==> config.mk <==
export PLATFORM = sky130hd
export DESIGN_NAME = spi_master_tx
export DESIGN_NICKNAME = d
export VERILOG_FILES = /design/src/rtl/spi_master_tx.sv
export SDC_FILE = /design/constraint.sdc
export NUM_CORES = 1
export LEC_CHECK = 0
export ABC_AREA = 0
export BUFFER_PORTS_ARGS = -buffer_cell sky130_fd_sc_hd__clkbuf_2
export CAP_MARGIN = 20
export CORE_ASPECT_RATIO = 0.9
export CORE_MARGIN = 5
export CORE_UTILIZATION = 50
export DETAILED_ROUTE_END_ITERATION = 8
export PLACE_DENSITY = 0.81
export SLEW_MARGIN = 15
export SYNTH_ARGS = -nofsm -noshare
export SYNTH_HDL_FRONTEND = slang
export SYNTH_SLANG_ARGS = --single-unit
export TNS_END_PERCENT = 30
==> constraint.sdc <==
create_clock -name clk_i -period 1.9 [get_ports clk_i]
set_clock_uncertainty 0.05 [all_clocks]
set_input_delay 0.57 -clock clk_i [delete_from_list [all_inputs] [get_ports clk_i]]
set_output_delay 0.57 -clock clk_i [all_outputs]
set_load 0.02 [all_outputs]
==> src/rtl/spi_master_tx.sv <==
// Mode-0 SPI master byte engine: valid/ready byte input, MSB-first serialiser, divided sclk.
// Optional feature macro: SPI_MASTER_TX_LOOPBACK_EN (receive shifter samples mosi_o instead of miso_i).
module spi_master_tx #(
    parameter int CLK_DIV = 4
) (
    input  logic       clk_i,
    input  logic       rst_n_i,
    input  logic [7:0] tx_data_i,
    input  logic       tx_valid_i,
    output logic       tx_ready_o,
    output logic [7:0] rx_data_o,
    output logic       rx_valid_o,
    output logic       sclk_o,
    output logic       cs_n_o,
    output logic       mosi_o,
    input  logic       miso_i,
    output logic       busy_o,
    output logic [1:0] state_o
);

    // Handshake: a byte moves when tx_valid_i && tx_ready_o on a rising clk_i edge.
    // tx_ready_o is high in IDLE and in the single end-of-byte window cycle.
    typedef enum logic [1:0] {
        IDLE  = 2'd0,
        SETUP = 2'd1,
        SHIFT = 2'd2,
        HOLD  = 2'd3
    } state_e;

    localparam logic [7:0] DIV_LAST = 8'(CLK_DIV - 1);

    state_e     state_q, state_d;
    logic [7:0] div_q, div_d;
    logic [2:0] cnt_q, cnt_d;
    logic       sclk_q, sclk_d;
    logic       cs_n_q, cs_n_d;
    logic       mosi_q, mosi_d;
    logic [6:0] tx_sh_q, tx_sh_d;
    logic [6:0] rx_sh_q, rx_sh_d;
    logic [7:0] rx_data_q, rx_data_d;
    logic       rx_valid_q, rx_valid_d;

    logic       sample_bit;
    logic       div_term;
    logic       eob_window;
    logic       handshake;

`ifdef SPI_MASTER_TX_LOOPBACK_EN
    logic unused_miso;
    assign unused_miso = miso_i;
    assign sample_bit  = mosi_q;
`else
    assign sample_bit  = miso_i;
`endif

    assign div_term   = (div_q == DIV_LAST);
    assign eob_window = (state_q == SHIFT) && sclk_q && (cnt_q == 3'd0) && div_term;
    assign tx_ready_o = (state_q == IDLE) || eob_window;
    assign handshake  = tx_valid_i && tx_ready_o;

    always_comb begin
        state_d    = state_q;
        div_d      = div_q;
        cnt_d      = cnt_q;
        sclk_d     = sclk_q;
        cs_n_d     = cs_n_q;
        mosi_d     = mosi_q;
        tx_sh_d    = tx_sh_q;
        rx_sh_d    = rx_sh_q;
        rx_data_d  = rx_data_q;
        rx_valid_d = 1'b0;

        case (state_q)
            IDLE: begin
                div_d = 8'd0;
                if (handshake) begin
                    tx_sh_d = tx_data_i[6:0];
                    mosi_d  = tx_data_i[7];
                    cs_n_d  = 1'b0;
                    cnt_d   = 3'd7;
                    state_d = SETUP;
                end
            end
            SETUP: begin
                if (div_term) begin
                    div_d   = 8'd0;
                    sclk_d  = 1'b1;
                    rx_sh_d = {rx_sh_q[5:0], sample_bit};
                    state_d = SHIFT;
                end else begin
                    div_d = div_q + 8'd1;
                end
            end
            SHIFT: begin
                if (!div_term) begin
                    div_d = div_q + 8'd1;
                end else begin
                    div_d = 8'd0;
                    if (!sclk_q) begin
                        sclk_d  = 1'b1;
                        rx_sh_d = {rx_sh_q[5:0], sample_bit};
                        if (cnt_q == 3'd0) begin
                            rx_data_d  = {rx_sh_q, sample_bit};
                            rx_valid_d = 1'b1;
                        end
                    end else begin
                        sclk_d = 1'b0;
                        if (cnt_q != 3'd0) begin
                            cnt_d   = cnt_q - 3'd1;
                            mosi_d  = tx_sh_q[6];
                            tx_sh_d = {tx_sh_q[5:0], 1'b0};
                        end else if (tx_valid_i) begin
                            // Back-to-back byte: reload without leaving SHIFT, cs_n stays low.
                            tx_sh_d = tx_data_i[6:0];
                            mosi_d  = tx_data_i[7];
                            cnt_d   = 3'd7;
                        end else begin
                            mosi_d  = 1'b0;
                            state_d = HOLD;
                        end
                    end
                end
            end
            HOLD: begin
                if (div_term) begin
                    div_d   = 8'd0;
                    cs_n_d  = 1'b1;
                    state_d = IDLE;
                end else begin
                    div_d = div_q + 8'd1;
                end
            end
            default: begin
                state_d = IDLE;
            end
        endcase
    end

    always_ff @(posedge clk_i or negedge rst_n_i) begin
        if (!rst_n_i) begin
            state_q    <= IDLE;
            div_q      <= 8'd0;
            cnt_q      <= 3'd7;
            sclk_q     <= 1'b0;
            cs_n_q     <= 1'b1;
            mosi_q     <= 1'b0;
            tx_sh_q    <= 7'd0;
            rx_sh_q    <= 7'd0;
            rx_data_q  <= 8'd0;
            rx_valid_q <= 1'b0;
        end else begin
            state_q    <= state_d;
            div_q      <= div_d;
            cnt_q      <= cnt_d;
            sclk_q     <= sclk_d;
            cs_n_q     <= cs_n_d;
            mosi_q     <= mosi_d;
            tx_sh_q    <= tx_sh_d;
            rx_sh_q    <= rx_sh_d;
            rx_data_q  <= rx_data_d;
            rx_valid_q <= rx_valid_d;
        end
    end

    assign sclk_o     = sclk_q;
    assign cs_n_o     = cs_n_q;
    assign mosi_o     = mosi_q;
    assign rx_data_o  = rx_data_q;
    assign rx_valid_o = rx_valid_q;
    assign busy_o     = (state_q != IDLE);
    assign state_o    = state_q;

endmodule
==> results of run 1 <==
## cell usage after synthesis, types with 2 or more instances
master	n	share of area
a21oi_1	3	0.0080
dfrtp_1	35	0.47
dfstp_2	4	0.056
ha_1	7	0.047
inv_1	12	0.024
mux2_2	30	0.18
mux2i_1	7	0.038
nand2_1	10	0.020
nand2b_1	2	0.0067
nand3_1	5	0.013
nand4_1	2	0.0067
nor2_1	10	0.020
o21a_1	2	0.0080
o21ai_0	3	0.0080
xnor2_1	2	0.0094
xor2_1	4	0.019
## registers in the layout, indices dropped and copies added (netlist names)
register / flops
tx_sh_q: 7
sclk_o: 1
rx_data_o: 8
state_o: 2
cs_n_o: 1
rx_sh_q: 7
mosi_o: 1
rx_valid_o: 1
div_q: 8
cnt_q: 3
## per-layer routing
| metal | GRT usage | wire (µm) |
|---|---|---|
| met5 | 0 | 0 |
| met3 | 0.03818 | 160 |
| met2 | 0.3125 | 2062 |
| met4 | 0.06667 | 40 |
| met1 | 0.2143 | 1704 |
## critical path, delay by kind of cell, from the launching register on
| kind | cells | cell delay, ns |
|---|---|---|
| fa+ha+maj | 1 | 0.19 |
| compound gates | 1 | 0.15 |
| buf+inv | 1 | 0.13 |
| flops | 1 | 0.37 |
| simple gates | 3 | 0.66 |
## logic make-up (layout without fill, tap and decap cells)
family / after synthesis / count (layout) / synth area share
muxes: 37 / 37 / 0.2185
adders and majority gates: 7 / 7 / 0.04691
and+or+nand+nor: 37 / 38 / 0.1046
buffers and inverters: 13 / 77 / 0.02614
DFF: 39 / 39 / 0.5255
AOI/OAI and AO/OA: 13 / 13 / 0.05026
xor gates and xnor gates: 6 / 6 / 0.02815
## worst max path at each step
stage / start / endpoint / slack (ns)
after floorplan: div_q[0]$_DFF_PN0_ / tx_ready_o / -0.23
after global routing: div_q[1]$_DFF_PN0_ / tx_ready_o / -0.57
after global placement: div_q[1]$_DFF_PN0_ / tx_sh_q[5]$_DFFE_PN0P_ / -0.22
after CTS: div_q[0]$_DFF_PN0_ / tx_ready_o / -0.54
final: div_q[1]$_DFF_PN0_ / tx_ready_o / -0.51
after detailed placement: div_q[1]$_DFF_PN0_ / tx_sh_q[4]$_DFFE_PN0P_ / -0.30
## stage by stage
| stage | area (µm²) | hold WS (ns) | utilization | setup TNS (ns) | std cells |
|---|---|---|---|---|---|
| after detailed placement | 2265 | 0.4424 | 0.6201 | -5.388 | 249 |
| after CTS | 2475 | 0.2187 | 0.6776 | -4.583 | 263 |
| after global placement | 2265 | 0.4366 | 0.6201 | -3.101 | 249 |
| after global routing | 2480 | 0.2545 | 0.6790 | -7.213 | 263 |
| after floorplan | 1889 | 0.2244 | - | -1.645 | 152 |
| final | 2480 | 0.2039 | 0.6790 | -5.358 | 263 |
## report_power, final
part / internal, mW / switching [mW]
Clock: 0.262 / 0.307
Sequential: 1.09 / 0.159
Combinational: 0.991 / 0.935
Total: 2.34 / 1.40
## cell type report
cell class | count | area [µm²] | area share
inverters | 12 | 45.04 | 0.01816
well taps | 46 | 57.56 | 0.02321
multi-input cells | 101 | 912.1 | 0.3678
clock buffers | 5 | 68.82 | 0.02775
flip-flops and latches | 39 | 980.9 | 0.3956
clock inverters | 3 | 23.77 | 0.009586
repair buffers | 57 | 391.6 | 0.1579
## timing repair
action | in CTS | in global routing
hold buffers | 0 | 0
resized for setup | 17 | 5
pin swaps | 6 | 2
buffers inserted | 5 | 1
gates cloned | 1 | 0
endpoints found under the setup margin | 30 | 30
==> metrics.txt, run 1 <==
IO Count 28; GRT overflow 0; Starting Density 0.5111; Yosys cell types 30; ant diodes 0; slowest CP cell or4b_4; CTS tree yes; crit-path max cell delay 0.48 ns; clock sinks 39; most common cell after layout, fill and taps aside dfrtp_1; worst r2r path cells 8; Port Buf Inserts 27; status complete, but fails checks; Antenna Nets Post-Route 0; RSZ-0062 raised after global routing yes; cell leakage power 1.283 nW; dominant synthesized flop cell dfrtp_1; core area 0.003652 mm²; routed vias 1359; Site Rows 21; commonest non-fill, non-tap cells in the layout dfrtp_1, mux2_2, buf_4; total design power 3.740 mW; pre-CTS setup slack -0.2989 ns; total detailed-routing wirelength 3967 µm; period utilisation layout 1.267; max frequency 415.6 MHz; root buffer cell clkbuf_8; Via density 5.167; Yosys reg bits 39; Worst-path clk slew 0.09 ns; die width 74.41 µm; H-Tree Depth 2; Synth Net Count 171; Hold Violations, Final 0; DIE HEIGHT 67.97 µm; VDD IR max 782.4 µV; Synthesis Warnings 0; clk_lat worst skew 0.29 ns; Final nets 235; worst reg2reg startpoint div_q[1]$_DFF_PN0_; gpl congestion 0.8244; EDFF count, synth 0; failing checks setup timing; Mapped Cells 152; layout cells sized above 1 0.5253; worst min-delay path category in2async; count of final setup violators 29; mapped cell area 0.001867 mm²; First-pass DRT Iterations 4; CTS Buffer Depth 2; reg-to-reg slack, setup -0.41 ns; Layout area overhead 32.84%; r2r endpoint state_o[1]$_DFFE_PN0P_; critical path class reg2out; WL/cell 15.08 µm; HPWL after detailed placement 2869 µm; Async SR Flop Fraction 1.000; CTS Buf Count 5; Slew @ Worst Pin 0.5757 ns; Die Area 0.005057 mm²; cell breakdown of the critical path ha_2 -> or4b_4 -> nor2_4 -> nand2_2 -> o21ai_4 -> buf_8; worst setup margin -0.5064 ns; total track usage 0.1780; first-pass GRT wire length 6851 µm; CP Launch Type flop; antenna violations before repair 0; fin crit period 2.406 ns; vias in the first global route 1458; post-synthesis sequential area ratio 0.5255; crit path DAT 1.79 ns; Cell Pwr Density 1508 mW/mm²; CP Max Fanout 2; critical path required time 1.28 ns; Max-slew headroom 0.6162; Starting DRT DRC Count 66; DRC Markers 0; kind of end point of the critical path output pin; Fill cells 258; largest net degree at the start of global routing 24; Syn Area/Cell 12.28 µm²; Slew Limit Fails 0; MaxCap Viol Count 0
No activity file was read; power rests on OpenSTA's default activity.
==> run 2, diff against run 1 <==
--- a/config.mk
+++ b/config.mk
@@ -10,9 +10,10 @@
 export CAP_MARGIN = 20
 export CORE_ASPECT_RATIO = 0.9
 export CORE_MARGIN = 5
-export CORE_UTILIZATION = 50
+export CORE_UTILIZATION = 56
 export DETAILED_ROUTE_END_ITERATION = 8
-export PLACE_DENSITY = 0.81
+export MAX_ROUTING_LAYER = met4
+export PLACE_DENSITY = 0.86
 export SLEW_MARGIN = 15
 export SYNTH_ARGS = -nofsm -noshare
 export SYNTH_HDL_FRONTEND = slang
==> constraint.sdc (replaced) <==
create_clock -name clk_i -period 2.4 [get_ports clk_i]
set_clock_uncertainty 0.05 [all_clocks]
set_input_delay 0.72 -clock clk_i [delete_from_list [all_inputs] [get_ports clk_i]]
set_output_delay 0.72 -clock clk_i [all_outputs]
set_load 0.02 [all_outputs]
==> run 2 against run 1 <==
Against the previous run:
- the flow still finishes with violations (setup timing)
- worst hold slack better by 0.20 ns
- setup slack better by 0.36 ns
- flip-flop and latch count unchanged
- sequential share of layout area up 4.0 points
- sequential power down 20%
- highest routed layer unchanged
- largest power group unchanged
- largest cell class unchanged
- critical path depth unchanged
- critical endpoint unchanged
==> metrics.txt, run 2 (synthesis results as in run 1) <==
status complete, but fails checks (unchanged); failing checks setup timing (unchanged); CTS Buffer Depth 2 (unchanged); count of final setup violators 1 (was 29); CTS tree yes (unchanged); Hold Violations, Final 0 (unchanged); Cell Pwr Density 1198 mW/mm² (was 1508 mW/mm²); first-pass GRT wire length 6285 µm (was 6851 µm); Layout Utilization 0.7173 (was 0.6790); critical path class reg2out (unchanged); period utilisation layout 1.062; die width 70.86 µm (was 74.41 µm); Fin Hold WS 0.4082 ns (was 0.2039 ns); antenna violations before repair 0 (unchanged); CTS Buf Count 5 (unchanged); Site Rows 19 (was 21); layout cells sized above 1 0.4359 (was 0.5253); Die Area 0.004590 mm² (was 0.005057 mm²); Final nets 213 (was 235); area of the multi-input gates 850.8 µm² (was 912.1 µm²); Worst-path clk slew 0.08 ns (was 0.09 ns); commonest non-fill, non-tap cells in the layout dfrtp_1, mux2_2, clkbuf_2 (was dfrtp_1, mux2_2, buf_4); RSZ-0062 raised after global routing yes (unchanged); vias in the first global route 1359 (was 1458); clk_lat worst skew 0.29 ns (about the same); CP Max Fanout 2 (unchanged); GRT overflow 0 (unchanged); total design power 2.696 mW (was 3.740 mW); core area 0.003138 mm² (was 0.003652 mm²); kind of end point of the critical path output pin (unchanged); critical path required time 1.63 ns (was 1.28 ns); IO Count 28 (unchanged); total track usage 0.1832 (was 0.1780); worst min-delay path category in2async (unchanged); Max-slew headroom 0.6604 (was 0.6162); Starting DRT DRC Count 86 (was 66); Final Instance Area 0.002251 mm² (was 0.002480 mm²); root buffer cell clkbuf_8 (unchanged); VDD IR max 573.3 µV (was 782.4 µV); gpl congestion 0.8795 (was 0.8244); First-pass DRT Iterations 4 (unchanged); fin crit period 2.549 ns; max frequency 392.3 MHz; MaxCap Viol Count 0 (unchanged); DRC Markers 0 (unchanged); CP Launch Type flop (unchanged); crit path DAT 1.78 ns (was 1.79 ns); WL/cell 14.58 µm (was 15.08 µm); placed inst area 0.002092 mm² (was 0.002265 mm²); Port Buf Inserts 27 (unchanged); Starting Density 0.5949 (was 0.5111); Antenna Nets Post-Route 0 (unchanged); worst setup margin -0.1490 ns (was -0.5064 ns); total detailed-routing wirelength 3456 µm (was 3967 µm); routed vias 1267 (was 1359); ant diodes 0 (unchanged); Via density 5.346 (was 5.167); H-Tree Depth 2 (unchanged); Fill cells 223 (was 258); DIE HEIGHT 64.78 µm (was 67.97 µm); largest net degree at the start of global routing 40 (was 24); Slew Limit Fails 0 (unchanged); Slew @ Worst Pin 0.5060 ns (was 0.5757 ns); Layout area overhead 20.58% (was 32.84%); HPWL after detailed placement 2461 µm (was 2869 µm); final setup TNS -0.1490 ns (was -5.358 ns); register area 980.9 µm² (unchanged); clock sinks 39 (unchanged); cell leakage power 1.143 nW (was 1.283 nW); most common cell after layout, fill and taps aside dfrtp_1 (unchanged)
## run 2: metal layers
metal	global-route usage	wire, µm	vias up
li1	-	-	608
met1	0.2077	1502	636
met2	0.2998	1782	21
met3	0.06182	138	2
met4	0.07277	33	0
met5	-	0	-
## run 2: report_power, final
part	internal (mW)	leakage, nW	switching, mW
sequential	0.861	0.495	0.135
clock	0.310	0.0514	0.230
combinational	0.567	0.597	0.595
total	1.74	1.14	0.959
## run 2: critical path, cell delays in order (launching register included)
cell and delay (ns):
dfrtp_1 0.37, ha_2 0.19, or4b_4 0.48, nor2_4 0.11, nand2_2 0.06, o21ai_2 0.12, clkbuf_8 0.16
## run 2: repair_timing
| item | in CTS | in global routing |
|---|---|---|
| gates resized for setup | 4 | 1 |
| pin swaps | 2 | 1 |
| buffers inserted | 3 | 1 |
| setup endpoints to repair | 1 | 1 |
| hold buffers | 0 | 0 |
## run 2: metrics by stage
stage / worst slack [ns] / cells
after global placement: 0.1219 / 225
after CTS: -0.1507 / 236
after global routing: -0.2510 / 237
after detailed placement: 0.05317 / 225
final: -0.1490 / 237
after floorplan: 0.04589 / 152
## run 2: worst paths after layout
| path | depth (start not counted) | from | slack [ns] | to |
|---|---|---|---|---|
| worst min-delay path | 2 | rst_n_i | 0.41 | div_q[1]$_DFF_PN0_ |
| worst min register to register | 1 | rx_data_o[5]$_DFFE_PN0P_ | 0.46 | rx_data_o[5]$_DFFE_PN0P_ |
| max in group asynchronous | 2 | rst_n_i | 1.53 | cnt_q[1]$_DFFE_PN1P_ |
| min in group clk_i | 1 | rx_data_o[5]$_DFFE_PN0P_ | 0.46 | rx_data_o[5]$_DFFE_PN0P_ |
| worst max-delay path | 6 | div_q[0]$_DFF_PN0_ | -0.15 | tx_ready_o |
| worst max register to register | 6 | div_q[0]$_DFF_PN0_ | 0.19 | tx_sh_q[3]$_DFFE_PN0P_ |
## run 2: final cells by class
| class | instances | area share |
|---|---|---|
| Clock buffer | 6 | 0.03224 |
| Clock inverter | 2 | 0.01668 |
| Inverter | 12 | 0.02001 |
| Multi-Input combinational cell | 100 | 0.3780 |
| Sequential cell | 39 | 0.4358 |
| Tap cell | 42 | 0.02335 |
| Timing Repair Buffer | 36 | 0.09394 |
==> run 3, diff against run 2 <==
--- a/config.mk
+++ b/config.mk
@@ -13,7 +13,7 @@
 export CORE_UTILIZATION = 56
 export DETAILED_ROUTE_END_ITERATION = 8
 export MAX_ROUTING_LAYER = met4
-export PLACE_DENSITY = 0.86
+export PLACE_DENSITY = 0.76
 export SLEW_MARGIN = 15
 export SYNTH_ARGS = -nofsm -noshare
 export SYNTH_HDL_FRONTEND = slang
==> run 3 against run 2 <==
Against the previous run:
- the run still ends with setup timing left
- first-iteration DRC count is 12% lower
- global-route usage down 0.80 points
- maximum frequency fell by 1.7%
- flip-flop and latch count is the same
- wire length rose by 1.3%
- clock power up 3%
- total power increased by 0.66%
- critical path type unchanged
- largest cell class unchanged
- highest routed layer unchanged
==> metrics.txt, run 3 (synthesis results as in run 1) <==
status complete, but fails checks (unchanged); failing checks setup timing (unchanged); Port Buf Inserts 27 (unchanged); RSZ-0062 raised after global routing yes (unchanged); critical path required time 1.63 ns (about the same); Layout Utilization 0.7205 (was 0.7173); slowest CP cell or4b_4 (unchanged); final setup TNS -0.1943 ns (was -0.1490 ns); P_sw 0.9793 mW (was 0.9589 mW); largest net degree at the start of global routing 21 (was 40); VDD IR max 641.4 µV (was 573.3 µV); Hold-fix buffers, CTS 0 (unchanged); crit-path max cell delay 0.48 ns (about the same); total detailed-routing wirelength 3500 µm (was 3456 µm); worst setup margin -0.1943 ns (was -0.1490 ns); Antenna Nets Post-Route 0 (unchanged); Starting Density 0.5949 (unchanged); CTS Buffer Depth 2 (unchanged); clk_lat worst skew 0.30 ns (was 0.29 ns); worst setup path startpoint div_q[1]$_DFF_PN0_ (was div_q[0]$_DFF_PN0_); DIE HEIGHT 64.78 µm (unchanged); vias in the first global route 1337 (was 1359); period utilisation layout 1.081 (was 1.062); antenna violations before repair 0 (unchanged); kind of end point of the critical path output pin (unchanged); critical path class reg2out (unchanged); count of final setup violators 1 (unchanged); max frequency 385.5 MHz (was 392.3 MHz); crit path DAT 1.82 ns (was 1.78 ns); r2r endpoint tx_sh_q[3]$_DFFE_PN0P_ (unchanged); MaxCap Viol Count 0 (unchanged); Clock power frac 0.206 (was 0.200); Die Area 0.004590 mm² (unchanged); most common cell after layout, fill and taps aside dfrtp_1 (unchanged); total design power 2.714 mW (was 2.696 mW); cell breakdown of the critical path ha_2 -> or4b_4 -> nor2_4 -> nand2_2 -> o21ai_2 -> clkbuf_8 (unchanged); Non-Filler Instances 236 (was 237); CP Depth 6 (unchanged); pre-CTS setup slack 0.07987 ns (was 0.05317 ns); worst path buffer plus inverter count 1 (unchanged); worst min-delay path category in2async (unchanged); Final nets 212 (was 213); First-pass DRT Iterations 4 (unchanged); DRC Markers 0 (unchanged); sequential cell fraction of total power 0.369 (about the same); CP Launch Type flop (unchanged); Max-slew headroom 0.6294 (was 0.6604); Cell Pwr Density 1200 mW/mm² (was 1198 mW/mm²); clock sinks 39 (unchanged); total track usage 0.1752 (was 0.1832); fin crit period 2.594 ns (was 2.549 ns); CP Max Fanout 3 (was 2); cell leakage power 1.146 nW (was 1.143 nW); internal power 1.735 mW (was 1.737 mW); Layout area overhead 21.11% (was 20.58%); CTS Buf Count 5 (unchanged); first-pass GRT wire length 6085 µm (was 6285 µm); routed vias 1271 (was 1267); Hold Violations, Final 0 (unchanged); ant diodes 0 (unchanged); HPWL after detailed placement 2457 µm (was 2461 µm); CTS tree yes (unchanged); Site Rows 19 (unchanged); WL/cell 14.83 µm (was 14.58 µm); root buffer cell clkbuf_8 (unchanged); Starting DRT DRC Count 76 (was 86); GRT overflow 0 (unchanged); IO Count 28 (unchanged); Via density 5.386 (was 5.346); gpl congestion 0.8233 (was 0.8795); reg-to-reg slack, setup 0.13 ns (was 0.19 ns); core area 0.003138 mm² (unchanged); Slew @ Worst Pin 0.5522 ns (was 0.5060 ns); Slew Limit Fails 0 (unchanged); worst reg2reg startpoint div_q[1]$_DFF_PN0_ (was div_q[0]$_DFF_PN0_); Sw Ratio 0.3608 (was 0.3556); Worst-path clk slew 0.08 ns (about the same); commonest non-fill, non-tap cells in the layout dfrtp_1, mux2_2, clkbuf_2 (unchanged); CP Capture Point tx_ready_o (unchanged); Placed Instances 225 (unchanged); layout cells sized above 1 0.4381 (was 0.4359); H-Tree Depth 2 (unchanged); worst r2r path cells 6 (unchanged); family with the most delay on the worst path simple AND/OR/NAND/NOR gates (unchanged); Comb power frac 0.425 (was 0.431); die width 70.86 µm (unchanged)
run 3: metrics by stage:
stage / cell area [µm²] / hold WS (ns)
after global routing: 2261 / 0.3565
after CTS: 2251 / 0.3338
final: 2261 / 0.3173
after detailed placement: 2105 / 0.4221
after global placement: 2105 / 0.4086
after floorplan: 1871 / 0.3744
run 3: what timing repair did:
item / CTS / global route
endpoints found under the hold margin: 0 / 0
endpoints found under the setup margin: 1 / 1
pin swaps: 2 / 1
gates resized for setup: 4 / 1
buffers inserted: 2 / 1
run 3: power by group through the flow:
stage | registers, mW | logic, mW | clock network [mW]
4_1_cts | 0.999 | 1.16 | 0.566
2_1_floorplan | 1.03 | 0.781 | 0
3_3_place_gp | 0.996 | 1.06 | 0
6_report | 1.00 | 1.15 | 0.558
3_5_place_dp | 1.01 | 1.10 | 0
5_1_grt | 1.03 | 1.26 | 0.609
run 3: worst min path at each step:
stage | start | to | slack (ns)
finish | rst_n_i | div_q[0]$_DFF_PN0_ | 0.32
global placement | div_q[0]$_DFF_PN0_ | div_q[0]$_DFF_PN0_ | 0.41
detailed placement | div_q[0]$_DFF_PN0_ | div_q[0]$_DFF_PN0_ | 0.42
CTS | rst_n_i | div_q[0]$_DFF_PN0_ | 0.33
floorplan | rst_n_i | div_q[0]$_DFF_PN0_ | 0.37
global route | rst_n_i | rx_sh_q[0]$_DFFE_PN0P_ | 0.36
run 3: worst reg2reg max path, delay by kind of cell (launching register included):
| family | cells | cell delay [ns] |
|---|---|---|
| flip-flops | 1 | 0.39 |
| AND/OR/NAND/NOR | 2 | 0.69 |
| buffers and inverters | 1 | 0.17 |
| adder cells (fa/ha/maj) | 1 | 0.20 |
| multiplexers | 1 | 0.33 |
| AO/OA/AOI/OAI | 1 | 0.32 |
run 3: layer usage:
layer,up-vias,GRT usage,share of wire
met5,-,-,0
met4,0,0.05634,0.014
met3,7,0.06491,0.045
met2,21,0.2975,0.52
met1,636,0.1914,0.42
li1,607,-,-
run 3: layout make-up:
type | count | area (µm²)
repair buffers | 35 | 216.5
inverters | 12 | 45.04
well taps | 42 | 52.55
clock buffers | 5 | 68.82
fillers | 239 | 877.1
clock inverters | 3 | 46.29
flip-flops and latches | 39 | 980.9
multi-input cells | 100 | 850.8
